<file path="src/rtl/alu_if.sv">
// ALU operand/result bundle: operation select and operands flow toward the
// ALU, the registered result and signed-overflow flag flow back.
interface alu_if #(
  parameter int WIDTH = 64
);
  logic [1:0]       control;
  logic [WIDTH-1:0] a;
  logic [WIDTH-1:0] b;
  logic [WIDTH-1:0] result;
  logic             overflow;

  // Requester side: drives the operation, observes the outcome.
  modport master (
    output control,
    output a,
    output b,
    input  result,
    input  overflow
  );

  // ALU side: consumes the operation, drives the outcome.
  modport slave (
    input  control,
    input  a,
    input  b,
    output result,
    output overflow
  );
endinterface

</file>
<file path="src/rtl/alu.sv">
// Single-cycle registered ALU: ADD, SUB, AND, XOR on two's-complement
// operands with a signed-overflow flag. The unsigned carry-out is dropped
// on purpose; overflow is derived purely from operand/result sign bits.
module alu #(
  parameter int WIDTH = 64
) (
  input  logic  clk,
  input  logic  rst,
  alu_if.slave  bus
);

  localparam logic [1:0] OP_ADD = 2'd0;
  localparam logic [1:0] OP_SUB = 2'd1;
  localparam logic [1:0] OP_AND = 2'd2;
  localparam logic [1:0] OP_XOR = 2'd3;

  localparam logic [WIDTH-1:0] ONE = {{(WIDTH-1){1'b0}}, 1'b1};

  logic [1:0]       control_s;
  logic [WIDTH-1:0] a_s;
  logic [WIDTH-1:0] b_s;
  logic [WIDTH-1:0] sum_s;
  logic [WIDTH-1:0] diff_s;
  logic [WIDTH-1:0] result_d;
  logic             overflow_d;
  logic [WIDTH-1:0] result_q;
  logic             overflow_q;

  // Signed overflow for an addition x + y (y already inverted for SUB):
  // operands agree in sign but the wrapped sum does not.
  function automatic logic add_ovf(input logic x_msb, input logic y_msb,
                                   input logic r_msb);
    add_ovf = (x_msb == y_msb) && (r_msb != x_msb);
  endfunction

  assign control_s = bus.control;
  assign a_s       = bus.a;
  assign b_s       = bus.b;

  // Subtraction reuses the adder form a + ~b + 1; both wrap modulo 2^WIDTH.
  assign sum_s  = a_s + b_s;
  assign diff_s = a_s + ~b_s + ONE;

  // Select the next result and overflow flag from the current operation.
  always_comb begin
    result_d   = '0;
    overflow_d = 1'b0;
    case (control_s)
      OP_ADD: begin
        result_d   = sum_s;
        overflow_d = add_ovf(a_s[WIDTH-1], b_s[WIDTH-1], sum_s[WIDTH-1]);
      end
      OP_SUB: begin
        result_d   = diff_s;
        overflow_d = add_ovf(a_s[WIDTH-1], ~b_s[WIDTH-1], diff_s[WIDTH-1]);
      end
      OP_AND: begin
        result_d   = a_s & b_s;
        overflow_d = 1'b0;
      end
      OP_XOR: begin
        result_d   = a_s ^ b_s;
        overflow_d = 1'b0;
      end
      default: begin
        result_d   = '0;
        overflow_d = 1'b0;
      end
    endcase
  end

  // Output registers; reset wins over any operation presented the same cycle.
  always_ff @(posedge clk) begin
    if (rst) begin
      result_q   <= '0;
      overflow_q <= 1'b0;
    end else begin
      result_q   <= result_d;
      overflow_q <= overflow_d;
    end
  end

  assign bus.result   = result_q;
  assign bus.overflow = overflow_q;

endmodule

</file>
<file path="src/flat_wrapper.sv">
// flat-port wrapper written by rule: the top's interface ports become plain ports
module alu_flat 
#(
  parameter int WIDTH = 64
)
  (clk, rst, bus_control, bus_a, bus_b, bus_result, bus_overflow);
  alu_if #(.WIDTH(WIDTH)) bus_i ();
  input  logic clk;
  input  logic rst;
  input wire logic [$bits(bus_i.control)-1:0] bus_control;
  input wire logic [$bits(bus_i.a)-1:0] bus_a;
  input wire logic [$bits(bus_i.b)-1:0] bus_b;
  output wire logic [$bits(bus_i.result)-1:0] bus_result;
  output wire logic [$bits(bus_i.overflow)-1:0] bus_overflow;
  assign bus_i.control = bus_control;
  assign bus_i.a = bus_a;
  assign bus_i.b = bus_b;
  assign bus_result = bus_i.result;
  assign bus_overflow = bus_i.overflow;
  alu #(.WIDTH(WIDTH)) u_core (.clk(clk), .rst(rst), .bus(bus_i));
endmodule
</file>
<file path="config.mk">
export PLATFORM = sky130hd
export DESIGN_NAME = alu_flat
export DESIGN_NICKNAME = d
export VERILOG_FILES = /design/src/rtl/alu_if.sv /design/src/rtl/alu.sv /design/src/flat_wrapper.sv
export SDC_FILE = /design/constraint.sdc
export NUM_CORES = 1
export LEC_CHECK = 0
export BUFFER_PORTS_ARGS = -buffer_cell sky130_fd_sc_hd__buf_2
export CAP_MARGIN = 20
export CELL_PAD_IN_SITES_DETAIL_PLACEMENT = 1
export CELL_PAD_IN_SITES_GLOBAL_PLACEMENT = 2
export CORE_MARGIN = 10
export CORE_UTILIZATION = 32
export DETAILED_ROUTE_END_ITERATION = 7
export PLACE_DENSITY_LB_ADDON = 0.1
export RECOVER_POWER = 100
export SLEW_MARGIN = 20
export SYNTH_ARGS = -nofsm -noshare
export SYNTH_HDL_FRONTEND = slang
export SYNTH_SLANG_ARGS = --single-unit
</file>
<file path="constraint.sdc">
create_clock -name clk -period 4.1 [get_ports clk]
set_input_delay 0.615 -clock clk [delete_from_list [all_inputs] [get_ports clk]]
set_output_delay 0.615 -clock clk [all_outputs]
set_load 0.005 [all_outputs]
</file>
==> results.json <==
{
  "status": "finished, final reports clean",
  "dieArea_mm2": 0.0417,
  "die_h_um": 204,
  "finalWorstSetupSlack_ns": 0.160,
  "syn_inst": 1607,
  "grt_use_total": 0.251,
  "cts-root-buf": "clkbuf_16",
  "max_cap_violations": 0,
  "clock_sinks": 65,
  "wl_per_cell_um": 22.7,
  "leakage_nw": 6.50,
  "num_vias": 13951,
  "grt_setup_unrepaired": "yes",
  "final_area_mm2": 0.0140,
  "cp-start-kind": "input pin",
  "holdPathEnd": "u_core.bus.result[0]",
  "die_w_um": 204,
  "cts_tree": "yes",
  "hold_path_class": "in2reg",
  "path_buf_inv": 4,
  "synth_area_mm2": 0.0109,
  "antenna_cells": 0,
  "crit_required_ns": 4.36,
  "cts.clk_slew.worst_paths_ns": 0.07,
  "worst_slew_pin_slew_ns": 0.729,
  "yosys-top-cells-area": "ha_1 15%, dfxtp_1 12%, a21oi_1 8.5%",
  "via_per_inst": 5.82,
  "cp_common_cell": "a21oi_1",
  "final_hold_viol_count": 0,
  "synth_nets": 1868,
  "h-tree-depth": 3,
  "synth_top_area_frac": 0.146,
  "postSynthAreaPerCell_um2": 6.75,
  "drt_iter0_markers": 963,
  "placed_area_mm2": 0.0138,
  "powerDensity_mw_per_mm2": 271,
  "io_pins": 197,
  "dp_hpwl_um": 43300,
  "port_buffers": 196,
  "fmax_mhz": 254,
  "synth.distinct_cells": 93,
  "final-setup-viol-count": 0,
  "critPathTopFamily": "compound AO/OA/AOI/OAI gates",
  "crit_chain": "buf_2 -> inv_1 -> ha_1 -> a21oi_1 -> o21ai_0 -> a221oi_1 -> nor2_1 -> a311oi_2 -> buf_4 -> a21oi_1 -> and2b_1 -> a41oi_1 -> buf_4 -> mux2i_1 -> o221ai_1 -> a21oi_1",
  "grt_max_degree": 47,
  "maxSlewViolCount": 0,
  "critical_path_class": "in2reg",
  "ys_warn_count": 0,
  "drc_errors": 0,
  "crit_fanout": 12,
  "max-vdd-ir-drop_mv": 0.217,
  "place.gp.congestion": 0.903,
  "synth_most_common_cell": "nor2_1",
  "post-route-min-period_ns": 3.94,
  "whs_path_depth": 4,
  "yosysSeqAreaShare": 0.120,
  "synth_common_cells": "198 x nor2_1, 185 x a21oi_1, 133 x inv_1",
  "synth-edff-count": 0,
  "grt_overflow": 0,
  "syn_to_final_growth_pct": 28.9,
  "clk_path_buf_depth": 2,
  "drt_wl_total_um": 54300,
  "first_pass_iters": 5,
  "final_util": 0.417,
  "grt_pass1_vias": 14414,
  "multiInputGateArea_mm2": 0.00861,
  "yosys.area.top_type": "ha_1",
  "antenna_found_initial": 0,
  "fin_crit_sh": 0.961,
  "relSlewSlack": 0.501,
  "critPathCaptureType": "register",
  "synth_ff_type": "dfxtp_1",
  "arrival_ns": 4.20,
  "pre_cts_ws_ns": -0.246,
  "core.rowCount": 67,
  "start_util": 0.324,
  "min_from": "bus_a[0]",
  "nets": 2205,
  "ant_nets": 0,
  "layout-drive-gt1-share": 0.210,
  "grt_pass1_wl_um": 83300,
  "fillers": 4453,
  "critPathSlowestCell": "ha_1",
  "ys_seq_elements": 65,
  "core_area_mm2": 0.0335,
  "regArea_mm2": 0.00130,
  "async_flop_share": 0,
  "cts_buffers": 9,
  "cpPeakStageDelay_ns": 0.46
}
-- power breakdown --
group          switching [W]  internal, W
combinational        0.00122     0.000794
clock               0.000391     0.000658
sequential         0.0000269     0.000702
total                0.00164      0.00215
-- metrics by stage --
| stage | power, W | TNS, ns | hold WS, ns | cells |
|---|---|---|---|---|
| 6_report | 0.00379 | 0 | 0.605 | 2397 |
| 5_1_grt | 0.00402 | -0.178 | 0.642 | 2397 |
| 4_1_cts | 0.00382 | 0 | 0.597 | 2397 |
| 3_5_place_dp | 0.00275 | -1.08 | 0.997 | 2381 |
| 3_3_place_gp | 0.00271 | -0.798 | 0.990 | 2381 |
| 2_1_floorplan | 0.00185 | 0 | 0.785 | 1607 |
-- layer usage --
| layer | track usage | up-vias | part of all wire |
|---|---|---|---|
| met5 | 0 | - | 0 |
| met4 | 0.0680 | 0 | 0.019 |
| met3 | 0.0342 | 59 | 0.050 |
| met2 | 0.402 | 413 | 0.45 |
| li1 | - | 6606 | - |
| met1 | 0.345 | 6873 | 0.48 |
-- final cells by class --
class | instances | area share
clock buffers | 9 | 0.0161
clock inverters | 7 | 0.0102
inverters | 135 | 0.0362
multi-input cells | 1302 | 0.615
flip-flops and latches | 65 | 0.0930
well taps | 448 | 0.0401
repair buffers | 431 | 0.189
-- layout by cell type, fill, tap and decap left out, types with 64 or more instances in the layout --
master    netlist  final
ha_1          127    127
inv_1         133    132
nor3_1         64     64
nand2_1        97     96
buf_2          19    129
clkbuf_1       67     78
dfxtp_1        65     65
buf_4           2    215
a21oi_1       185    185
nor2_1        198    198
o21ai_0        86     87
-- cell families after synthesis --
kind of cell    after synthesis  synth area share
buf+inv                     240            0.0868
xor+xnor                     14            0.0113
simple gates                538             0.236
flops                        65             0.120
fa+ha+maj                   129             0.150
compound gates              605             0.380
mux                          16            0.0164
-- flip-flops by register name, summed over array words and instances, names as in the netlist --
signal               cells
u_core.bus.overflow      1
u_core.bus.result       64
-- what timing repair did --
action,in CTS,in global routing
endpoints found under the setup margin,0,4
hold buffers,0,0
buffers inserted,0,0
resized for setup,0,6
-- how the worst max path moves through the flow --
| stage | start | end | cells after the start |
|---|---|---|---|
| 3_3_place_gp | bus_b[15] | u_core.bus.result[58] | 17 |
| 2_1_floorplan | bus_a[0] | u_core.bus.result[60] | 15 |
| 3_5_place_dp | bus_b[15] | u_core.bus.result[58] | 17 |
| 6_report | bus_b[25] | u_core.bus.result[58] | 16 |
| 4_1_cts | bus_b[15] | u_core.bus.result[58] | 17 |
| 5_1_grt | bus_b[25] | u_core.bus.result[58] | 16 |
(Power assumes the default switching activity.)
